<file path="src/rtl/mcyc_pkg.sv">
// mcyc_pkg: shared types and constants for the multi-cycle control unit.
//   state_t   - FSM state encoding
//   OP_*      - supported major opcodes
//   ALU_*     - alu_op encodings driven to the datapath
//   DT_*      - memory access size encodings
//   dec_t     - decoded control bundle produced by mcyc_decode
package mcyc_pkg;

  typedef enum logic [2:0] {
    ST_FETCH, ST_DECODE, ST_EXEC, ST_MEM, ST_WB, ST_TRAP
  } state_t;

  localparam logic [6:0] OP_R      = 7'b0110011;
  localparam logic [6:0] OP_I      = 7'b0010011;
  localparam logic [6:0] OP_LUI    = 7'b0110111;
  localparam logic [6:0] OP_LOAD   = 7'b0000011;
  localparam logic [6:0] OP_STORE  = 7'b0100011;
  localparam logic [6:0] OP_BRANCH = 7'b1100011;

  localparam logic [3:0] ALU_ADD  = 4'b0000;
  localparam logic [3:0] ALU_SUB  = 4'b0001;
  localparam logic [3:0] ALU_SLT  = 4'b0010;
  localparam logic [3:0] ALU_SLTU = 4'b0011;
  localparam logic [3:0] ALU_XOR  = 4'b0100;
  localparam logic [3:0] ALU_OR   = 4'b0101;
  localparam logic [3:0] ALU_AND  = 4'b0110;
  localparam logic [3:0] ALU_SLL  = 4'b0111;
  localparam logic [3:0] ALU_SRL  = 4'b1000;
  localparam logic [3:0] ALU_SRA  = 4'b1001;
  localparam logic [3:0] ALU_LUI  = 4'b1111;

  localparam logic [1:0] DT_BYTE = 2'b10;
  localparam logic [1:0] DT_HALF = 2'b01;
  localparam logic [1:0] DT_WORD = 2'b00;

  localparam logic [1:0] WB_MEM = 2'b00;
  localparam logic [1:0] WB_ALU = 2'b01;

  localparam logic [31:0] IR_NOP = 32'h0000_0013;

  typedef struct packed {
    logic [3:0] alu_op;
    logic       opa_sel;     // 1 = PC
    logic       opb_sel;     // 1 = immediate
    logic [1:0] data_type;
    logic       is_unsigned;
    logic       br_un;
    logic       is_alu;      // R / I / LUI
    logic       is_load;
    logic       is_store;
    logic       is_branch;
    logic       legal;
  } dec_t;

  // funct3[1:0] of a load/store -> access size
  function automatic logic [1:0] f3_to_dt(input logic [1:0] f3);
    case (f3)
      2'b00:   return DT_BYTE;
      2'b01:   return DT_HALF;
      default: return DT_WORD;
    endcase
  endfunction

endpackage

</file>
<file path="src/rtl/mcyc_decode.sv">
// mcyc_decode: purely combinational instruction decode.
//   ir  - instruction register contents
//   dec - alu_op, operand selects, access size/sign, class flags, legal
module mcyc_decode
  import mcyc_pkg::*;
(
  input  logic [31:0] ir,
  output dec_t        dec
);

  logic [2:0] f3;
  assign f3 = ir[14:12];

  // alt selects SUB/SRA; callers mask it so ADDI can never become SUB
  function automatic logic [3:0] alu_fn(input logic [2:0] fn, input logic alt);
    case (fn)
      3'b000:  return alt ? ALU_SUB : ALU_ADD;
      3'b001:  return ALU_SLL;
      3'b010:  return ALU_SLT;
      3'b011:  return ALU_SLTU;
      3'b100:  return ALU_XOR;
      3'b101:  return alt ? ALU_SRA : ALU_SRL;
      3'b110:  return ALU_OR;
      default: return ALU_AND;
    endcase
  endfunction

  always_comb begin
    dec = '0;
    case (ir[6:0])
      OP_R: begin
        dec.legal  = 1'b1;
        dec.is_alu = 1'b1;
        dec.alu_op = alu_fn(f3, ir[30]);
      end
      OP_I: begin
        dec.legal   = 1'b1;
        dec.is_alu  = 1'b1;
        dec.opb_sel = 1'b1;
        dec.alu_op  = alu_fn(f3, ir[30] & (f3 == 3'b101));
      end
      OP_LUI: begin
        dec.legal   = 1'b1;
        dec.is_alu  = 1'b1;
        dec.opb_sel = 1'b1;
        dec.alu_op  = ALU_LUI;
      end
      OP_LOAD: begin
        dec.legal       = f3 inside {3'b000, 3'b001, 3'b010, 3'b100, 3'b101};
        dec.is_load     = 1'b1;
        dec.opb_sel     = 1'b1;
        dec.data_type   = f3_to_dt(f3[1:0]);
        dec.is_unsigned = f3[2];
      end
      OP_STORE: begin
        dec.legal     = f3 inside {3'b000, 3'b001, 3'b010};
        dec.is_store  = 1'b1;
        dec.opb_sel   = 1'b1;
        dec.data_type = f3_to_dt(f3[1:0]);
      end
      OP_BRANCH: begin
        // target = PC + imm; the compare itself is done by the comparator
        dec.legal     = 1'b1;
        dec.is_branch = 1'b1;
        dec.opa_sel   = 1'b1;
        dec.opb_sel   = 1'b1;
        dec.br_un     = f3[1];
      end
      default: dec.legal = 1'b0;
    endcase
  end

  logic unused_ir;
  assign unused_ir = ^{ir[31], ir[29:15], ir[11:7]};

endmodule

</file>
<file path="src/rtl/mcyc_ctrl_unit.sv">
// mcyc_ctrl_unit: multi-cycle control FSM (FETCH/DECODE/EXEC/MEM/WB/TRAP).
//   i_clk, i_rst_n            - clock, async active-low reset
//   i_instr, i_mem_ack        - fetched word and memory handshake
//   i_br_less, i_br_equal     - comparator results (used in EXEC)
//   o_mem_req, o_mem_wren     - memory request / store qualifier
//   o_ir_wren, o_pc_wren, o_pc_sel, o_rd_wren, o_opa_sel, o_opb_sel,
//   o_br_un, o_alu_op, o_wb_sel, o_data_type, o_unsigned - datapath controls
//   o_insn_vld                - one-cycle retire pulse
//   o_illegal                 - high while in TRAP (sticky until reset)
//   o_timeout                 - only with MCYC_TIMEOUT_EN: ack wait expired
// Optional build macro: MCYC_TIMEOUT_EN (bounded memory-ack wait).
module mcyc_ctrl_unit
  import mcyc_pkg::*;
#(
  parameter int TIMEOUT_CYCLES = 16
) (
  input  logic        i_clk,
  input  logic        i_rst_n,
  input  logic [31:0] i_instr,
  input  logic        i_br_less,
  input  logic        i_br_equal,
  input  logic        i_mem_ack,
  output logic        o_mem_req,
  output logic        o_mem_wren,
  output logic        o_ir_wren,
  output logic        o_pc_wren,
  output logic        o_pc_sel,
  output logic        o_rd_wren,
  output logic        o_opa_sel,
  output logic        o_opb_sel,
  output logic        o_br_un,
  output logic [3:0]  o_alu_op,
  output logic [1:0]  o_wb_sel,
  output logic [1:0]  o_data_type,
  output logic        o_unsigned,
  output logic        o_insn_vld,
  output logic        o_illegal
`ifdef MCYC_TIMEOUT_EN
  ,
  output logic        o_timeout
`endif
);

  localparam logic [7:0] TO_LIM = 8'(TIMEOUT_CYCLES - 1);

  state_t      state_q, state_d;
  logic [31:0] ir_q;
  logic        run_q;   // holds o_mem_req low until the first clock after reset
  dec_t        dec;
  logic        req_act, ack_ok, taken, to_hit;

  mcyc_decode u_dec (
    .ir  (ir_q),
    .dec (dec)
  );

  assign req_act = run_q && (state_q == ST_FETCH || state_q == ST_MEM);
  assign ack_ok  = req_act && i_mem_ack;

  always_comb begin
    case (ir_q[14:12])
      3'b000:         taken = i_br_equal;
      3'b001:         taken = !i_br_equal;
      3'b100, 3'b110: taken = i_br_less;
      3'b101, 3'b111: taken = !i_br_less;
      default:        taken = 1'b0;
    endcase
  end

`ifdef MCYC_TIMEOUT_EN
  logic [7:0] wait_q;
  logic       timeout_q;

  assign to_hit    = req_act && !i_mem_ack && (wait_q == TO_LIM);
  assign o_timeout = timeout_q;

  always_ff @(posedge i_clk or negedge i_rst_n) begin
    if (!i_rst_n) begin
      wait_q    <= '0;
      timeout_q <= 1'b0;
    end else begin
      if (ack_ok || state_d != state_q) wait_q <= '0;
      else if (req_act)                 wait_q <= wait_q + 8'd1;
      if (to_hit) timeout_q <= 1'b1;
    end
  end
`else
  logic unused_cfg;
  assign to_hit     = 1'b0;
  assign unused_cfg = ^TO_LIM;
`endif

  always_ff @(posedge i_clk or negedge i_rst_n) begin
    if (!i_rst_n) begin
      state_q <= ST_FETCH;
      ir_q    <= IR_NOP;
      run_q   <= 1'b0;
    end else begin
      state_q <= state_d;
      run_q   <= 1'b1;
      if (state_q == ST_FETCH && ack_ok) ir_q <= i_instr;
    end
  end

  always_comb begin
    state_d     = state_q;
    o_mem_req   = 1'b0;
    o_mem_wren  = 1'b0;
    o_ir_wren   = 1'b0;
    o_pc_wren   = 1'b0;
    o_pc_sel    = 1'b0;
    o_rd_wren   = 1'b0;
    o_opa_sel   = 1'b0;
    o_opb_sel   = 1'b0;
    o_br_un     = 1'b0;
    o_alu_op    = ALU_ADD;
    o_wb_sel    = 2'b00;
    o_data_type = DT_WORD;
    o_unsigned  = 1'b0;
    o_insn_vld  = 1'b0;
    o_illegal   = 1'b0;

    case (state_q)
      ST_FETCH: begin
        o_mem_req = run_q;
        o_ir_wren = ack_ok;
        if (ack_ok)      state_d = ST_DECODE;
        else if (to_hit) state_d = ST_TRAP;
      end
      ST_DECODE: state_d = dec.legal ? ST_EXEC : ST_TRAP;
      ST_EXEC: begin
        if (dec.is_branch) begin
          o_br_un    = dec.br_un;
          o_pc_wren  = 1'b1;
          o_pc_sel   = taken;
          o_insn_vld = 1'b1;
          state_d    = ST_FETCH;
        end else if (dec.is_load || dec.is_store) state_d = ST_MEM;
        else if (dec.is_alu)                      state_d = ST_WB;
        else                                      state_d = ST_TRAP;
      end
      ST_MEM: begin
        o_mem_req  = 1'b1;
        o_mem_wren = dec.is_store;
        if (ack_ok) begin
          if (dec.is_store) begin
            o_pc_wren  = 1'b1;
            o_insn_vld = 1'b1;
            state_d    = ST_FETCH;
          end else begin
            state_d = ST_WB;
          end
        end else if (to_hit) begin
          state_d = ST_TRAP;
        end
      end
      ST_WB: begin
        o_rd_wren  = (ir_q[11:7] != 5'd0);
        o_wb_sel   = dec.is_load ? WB_MEM : WB_ALU;
        o_pc_wren  = 1'b1;
        o_insn_vld = 1'b1;
        state_d    = ST_FETCH;
      end
      ST_TRAP:  o_illegal = 1'b1;
      default:  state_d = ST_FETCH;
    endcase

    // ALU operands and access size stay up through MEM and WB so the
    // combinational address / result path is stable for the whole access.
    if (state_q == ST_EXEC || state_q == ST_MEM || state_q == ST_WB) begin
      o_alu_op    = dec.alu_op;
      o_opa_sel   = dec.opa_sel;
      o_opb_sel   = dec.opb_sel;
      o_data_type = dec.data_type;
      o_unsigned  = dec.is_unsigned;
    end
  end

endmodule

</file>
<file path="config.mk">
export PLATFORM = sky130hd
export DESIGN_NAME = mcyc_ctrl_unit
export DESIGN_NICKNAME = d
export VERILOG_FILES = /design/src/rtl/mcyc_pkg.sv /design/src/rtl/mcyc_decode.sv /design/src/rtl/mcyc_ctrl_unit.sv
export SDC_FILE = /design/constraint.sdc
export NUM_CORES = 1
export LEC_CHECK = 0
export ABC_CLOCK_PERIOD_IN_PS = 5100
export BUFFER_PORTS_ARGS = -buffer_cell sky130_fd_sc_hd__buf_2
export CAP_MARGIN = 40
export CORE_UTILIZATION = 50
export CTS_CLUSTER_DIAMETER = 120
export CTS_CLUSTER_SIZE = 40
export DETAILED_ROUTE_END_ITERATION = 7
export GPL_TIMING_DRIVEN = 0
export PLACE_DENSITY = 0.95
export REMOVE_ABC_BUFFERS = 1
export SLEW_MARGIN = 10
export SYNTH_ARGS = -nofsm -noshare
export SYNTH_HDL_FRONTEND = slang
export SYNTH_SLANG_ARGS = --single-unit
</file>
<file path="constraint.sdc">
create_clock -name i_clk -period 5.1 [get_ports i_clk]
set_clock_uncertainty 0.1 [all_clocks]
set_input_delay 0.765 -clock i_clk [delete_from_list [all_inputs] [get_ports i_clk]]
set_output_delay 0.765 -clock i_clk [all_outputs]
set_load 0.02 [all_outputs]
</file>
======== After elaboration in Yosys (flattened, before gate mapping) ========
Index checks and enable logic that the tools add are counted.
storage, ports and cells
  register bits ........................... 35
  latch bits .............................. 0
  RAM bits ................................ 0
  ROM bits ................................ 0
  bits of input ports ..................... 37
  memories kept ........................... 0
operators by class
  $add $sub $neg .......................... 0
  multiply operators ...................... 0
  divide/modulo/power cells ............... 0
  order comparisons ....................... 0
  equality and inequality tests ........... 21
  shift-type cells ........................ 0
  muxes and demuxes ....................... 46
  bitwise gates (word level) .............. 2
  reduce and logical (&&, ||, !) cells .... 22
operators by type and width
  operator            number
  $pmux 4 s7          2
  $mux 1              28
  $eq 7x6->1 const B  3
  $eq 3x3->1 const B  6
  $mux 3              6
  $pmux 3 s5          1
  $eq 3x2->1 const B  4
  $pmux 4 s3          1
  $reduce_bool 5->1   2
  $eq 7x2->1 const B  1
  $eq 7x5->1 const B  1
  $eq 7x7->1 const B  1
  $eq 3x1->1 const B  2
  $logic_not 3->1     2
  $pmux 1 s3          2
  $reduce_or 2->1     3
  $reduce_or 5->1     1
  $logic_or 1x1->1    4
  $mux 2              2
  $mux 4              1
  $ne 2x2->1 const B  2
  $pmux 1 s4          1
  $pmux 2 s2          1
  $reduce_or 4->1     1
  other kinds (10)    13

======== Logic depth before layout (Yosys ltp) ========
  depth in word-level cells ............... 7
  mapped depth ............................ 6

======== Cells and area by module ========
Synthesis repeated with hierarchy kept, for this count alone.
second synthesis, totals
  cell total of the unflattened synthesis .. 181
  area, all modules ....................... 1995.7 µm²
modules (own cells, without submodules)
  module          times used  cells each  area an instance (µm²)
  mcyc_ctrl_unit  1           133         1690.4
  mcyc_decode     1           48          305.3

======== Worst setup path before layout ========
OpenSTA, ideal clock, no wires.
  path kind ............................... reg-to-output
  from .................................... reg ir_q[0]
  to ...................................... out o_pc_sel
  arrival ................................. 2058 ps
  required time ........................... 4235 ps
  slack ................................... 2177 ps
  cell stages (with the launch flop) ...... 5
  cells stage by stage .................... dfstp_2 nand3b_4 or3_1 or4_1 a211oi_1
between the ends
  longest elaborated chain between the ends .. 4
ends and longest elaborated chain
  item                    RTL line               source
  start, declared         mcyc_ctrl_unit.sv:47   logic [31:0] ir_q;
  start signal, assigned  mcyc_ctrl_unit.sv:101  if (state_q == ST_FETCH && ack_ok) ir_q <= i_instr;
  $eq 7x7->1              mcyc_decode.sv:30      case (ir[6:0])
  $mux 1                  mcyc_decode.sv:30
  $mux 1                  mcyc_ctrl_unit.sv:132  if (dec.is_branch) begin
  $mux 1                  mcyc_ctrl_unit.sv:123  case (state_q)
  end, declared           mcyc_ctrl_unit.sv:27   output logic o_pc_sel,
No other way between the ends.

======== Worst setup path in the final report ========
  from .................................... reg ir_q[0]
  to ...................................... out o_insn_vld
between the ends
  longest elaborated chain between the ends .. 5
  elaborated cells between the ends (all ways) .. 8
  classes of those cells .................. 2 x eq/ne; 6 x mux
ends and longest elaborated chain
  item           RTL line               source
  $eq 7x6->1     mcyc_decode.sv:30
  $mux 1         mcyc_decode.sv:30
  $mux 1         mcyc_ctrl_unit.sv:146  if (dec.is_store) begin
  $mux 1         mcyc_ctrl_unit.sv:145  if (ack_ok) begin
  $pmux 1 s3 *   mcyc_ctrl_unit.sv:123
  end, declared  mcyc_ctrl_unit.sv:36   output logic o_insn_vld,
Every way passes the cells marked *; elsewhere a longest branch is shown, timed or not.

==> metrics.md <==
| Metric | Value |
|---|---|
| Largest net degree at the start of global routing | `21` |
| Worst Path Max Fanout | `7` |
| Area grow syn2layout | `18.6%` |
| Synthesized flop and latch total | `20` |
| Combinational power share | `0.387` |
| Nets | `206` |
| Fmax | `314 MHz` |
| Diode count | `0` |
| Global Route Usage Sum | `0.204` |
| Setup CP Type | `flop to primary output` |
| Drt pass-1 iters | `4` |
| Worst hold path type | `input port to asynchronous set/reset pin` |
| Grt ovf | `0` |
| Status | `finished clean` |
| Internal power | `0.000465 W` |
| Unique masters post-synth | `44` |
| Power share of the clock group | `0.165` |
| CTS clk-pin slew, worst paths | `0.11 ns` |
| Total power draw | `0.000764 W` |
| Most frequent CP cell | `or4_1` |
| CORE AREA | `2300 µm²` |
| Number of global-route vias before repair | `966` |
| Post-route minimum period | `3.19 ns` |
| Sequential fraction of the synthesis area | `0.399` |
| H-tree lvl count | `1` |
| Via density per instance | `5.71` |
| Maxcap violations | `0` |
| Layout fillers | `200` |
| Number of synthesized flops with an enable pin | `0` |
| Max-slew violation count | `0` |
| DR vias | `1119` |
| Synth Cell Area | `1260 µm²` |
| RSZ-0062 raised after global routing | `false` |
| Routed WL | `2470 µm` |
| DP HPWL | `1930 µm` |
| Synth async-reset ratio | `1.00` |
| Peak VDD IR | `0.355 mV` |
| Clock Tree Root | `clkbuf_4` |
| Commonest non-fill, non-tap cells in the layout | `39 x buf_2, 17 x dfrtp_1, 13 x nand2_1` |
| Switching pwr | `0.000299 W` |
| Port Buffer Count | `39` |
| Initial antenna violation count | `0` |
| Worst Max-Slew Pin Slew | `0.624 ns` |
| Routed WL per cell | `12.6 µm` |
| Final period utilization | `0.625` |
| CP Capture Type | `primary output` |
| Die Y | `52.3 µm` |
| Synth warn | `0` |
| GP Congestion | `0.846` |
| Fin. Hold Viols | `0` |
| # DRC | `0` |
| Initial core utilization | `0.550` |
| Synthesized area per cell | `9.35 µm²` |
| Post-DRT Antenna Nets | `0` |
| Setup TNS | `0 ns` |
| Synth Flop Type | `dfrtp_1` |
| Clock buffer depth | `2` |
| Leakage | `0.701 nW` |
| Register Area | `504 µm²` |
| CTS tree | `yes` |
| Crit-path max cell delay | `0.57 ns` |
| Cell Pwr Density | `510 nW/µm²` |
| Clock sink total | `20` |
| Setup violation total in the final timing report | `0` |
| DRT iter0 DRCs | `30` |
| Worst relative slew slack | `0.581` |
| Synth Instances | `135` |
| Layout cells sized above 1 | `0.363` |
| Die area | `2730 µm²` |
| Critical path, cell by cell | `nand3b_4 > or4_1 > or4_1 > nand3_1 > buf_2` |
| Row count | `17` |
| Startpoint Class | `flop` |
| Worst Path Arrival | `2.32 ns` |
| Post-CTS Setup Bufs | `0` |
| Slowest CP cell | `dfstp_2` |
| Post-cts resize count | `0` |
| Post-CTS Hold Fix Bufs | `0` |
| Critical Path RT | `4.24 ns` |
| Switch share | `0.391` |
| I/O Pins | `57` |
| First-pass GRT wire length | `4070 µm` |
| Area of the multi-input gates | `681 µm²` |
| Die span in x | `52.3 µm` |
| Sequential Power Share | `0.448` |
| TritonCTS Buffers | `3` |
| Commonest non-fill, non-tap cell in the layout | `buf_2` |
| Worst-skew pair later-pin latency | `0.29 ns` |
## metrics by stage
stage,worst slack (ns),area (µm²),util,instances,hold WS (ns)
global route,1.83,1500,0.652,196,0.309
finish,1.91,1500,0.652,196,0.292
global placement,2.15,1430,0.624,191,0.370
detailed placement,2.24,1450,0.629,192,0.385
floorplan,2.18,1200,-,124,0.359
CTS,1.90,1500,0.652,196,0.297
## metal layers
| layer | share of wire | vias to the layer above | track usage |
|---|---|---|---|
| li1 | - | 551 | - |
| met2 | 0.48 | 38 | 0.346 |
| met3 | 0.057 | 2 | 0.0203 |
| met4 | 0.0069 | 0 | 0.0789 |
| met1 | 0.45 | 528 | 0.267 |
| met5 | 0 | - | 0 |
## cells by family after synthesis
group | count (synthesis) | synth area share
DFF | 20 | 0.399
xor gates and xnor gates | 1 | 0.00694
muxes | 14 | 0.125
other | 2 | 0.00595
AOI/OAI and AO/OA | 27 | 0.138
adders and majority gates | 1 | 0.00793
and+or+nand+nor | 54 | 0.256
buffers and inverters | 16 | 0.0614
## final cells by class
type                            count  area share
Clock buffer                        3      0.0150
Clock inverter                      1      0.0201
Inverter                            5      0.0125
Multi-Input combinational cell     99       0.454
Sequential cell                    20       0.337
Tap cell                           28      0.0234
Timing Repair Buffer               40       0.138
## cell usage after synthesis (all sizes together), types with 2 or more instances
library cell / count / area, µm²
buf: 5 / 36.3
nor2b: 3 / 18.8
nor4: 3 / 33.8
or4: 4 / 30.0
dfrtp: 17 / 425
nand2b: 3 / 18.8
nor3: 6 / 30.0
dfstp: 3 / 78.8
conb: 2 / 7.51
nand2: 13 / 48.8
mux2: 14 / 158
o21ai: 4 / 20.0
inv: 5 / 18.8
clkbuf: 6 / 22.5
o22ai: 2 / 12.5
nand3: 3 / 15.0
nor3b: 2 / 15.0
a21oi: 11 / 55.1
nor2: 9 / 33.8
## worst paths after layout
check / depth (start not counted) / start / slack, ns / to
min reg2reg: 1 / ir_q[10]$_DFFE_PN0P_ / 0.40 / ir_q[10]$_DFFE_PN0P_
max: 5 / ir_q[0]$_DFFE_PN1P_ / 1.91 / o_insn_vld
min: 1 / i_rst_n / 0.29 / state_q[1]$_DFFE_PN0P_
min in group i_clk: 1 / ir_q[10]$_DFFE_PN0P_ / 0.40 / ir_q[10]$_DFFE_PN0P_
max in group asynchronous: 1 / i_rst_n / 4.27 / ir_q[4]$_DFFE_PN1P_
max reg2reg: 3 / state_q[0]$_DFFE_PN0P_ / 3.16 / ir_q[8]$_DFFE_PN0P_
## sequential cells by signal, indices dropped and copies added (netlist names)
| register | cells |
|---|---|
| run_q | 1 |
| ir_q | 16 |
| state_q | 3 |
## worst max-delay path, delay by kind of cell, from the launching register on
kind,cells,cell delay [ns]
and+or+nand+nor,4,1.29
DFF,1,0.57
buffers and inverters,1,0.17
## power groups by stage
stage                     Clock [W]  Sequential (W)  Combinational [W]
after global placement            0        0.000338           0.000283
after global routing       0.000135        0.000359           0.000329
after detailed placement          0        0.000345           0.000296
after floorplan                   0        0.000317           0.000235
final                      0.000126        0.000342           0.000295
after CTS                  0.000130        0.000341           0.000297
Power figures use the tool's default switching activity.
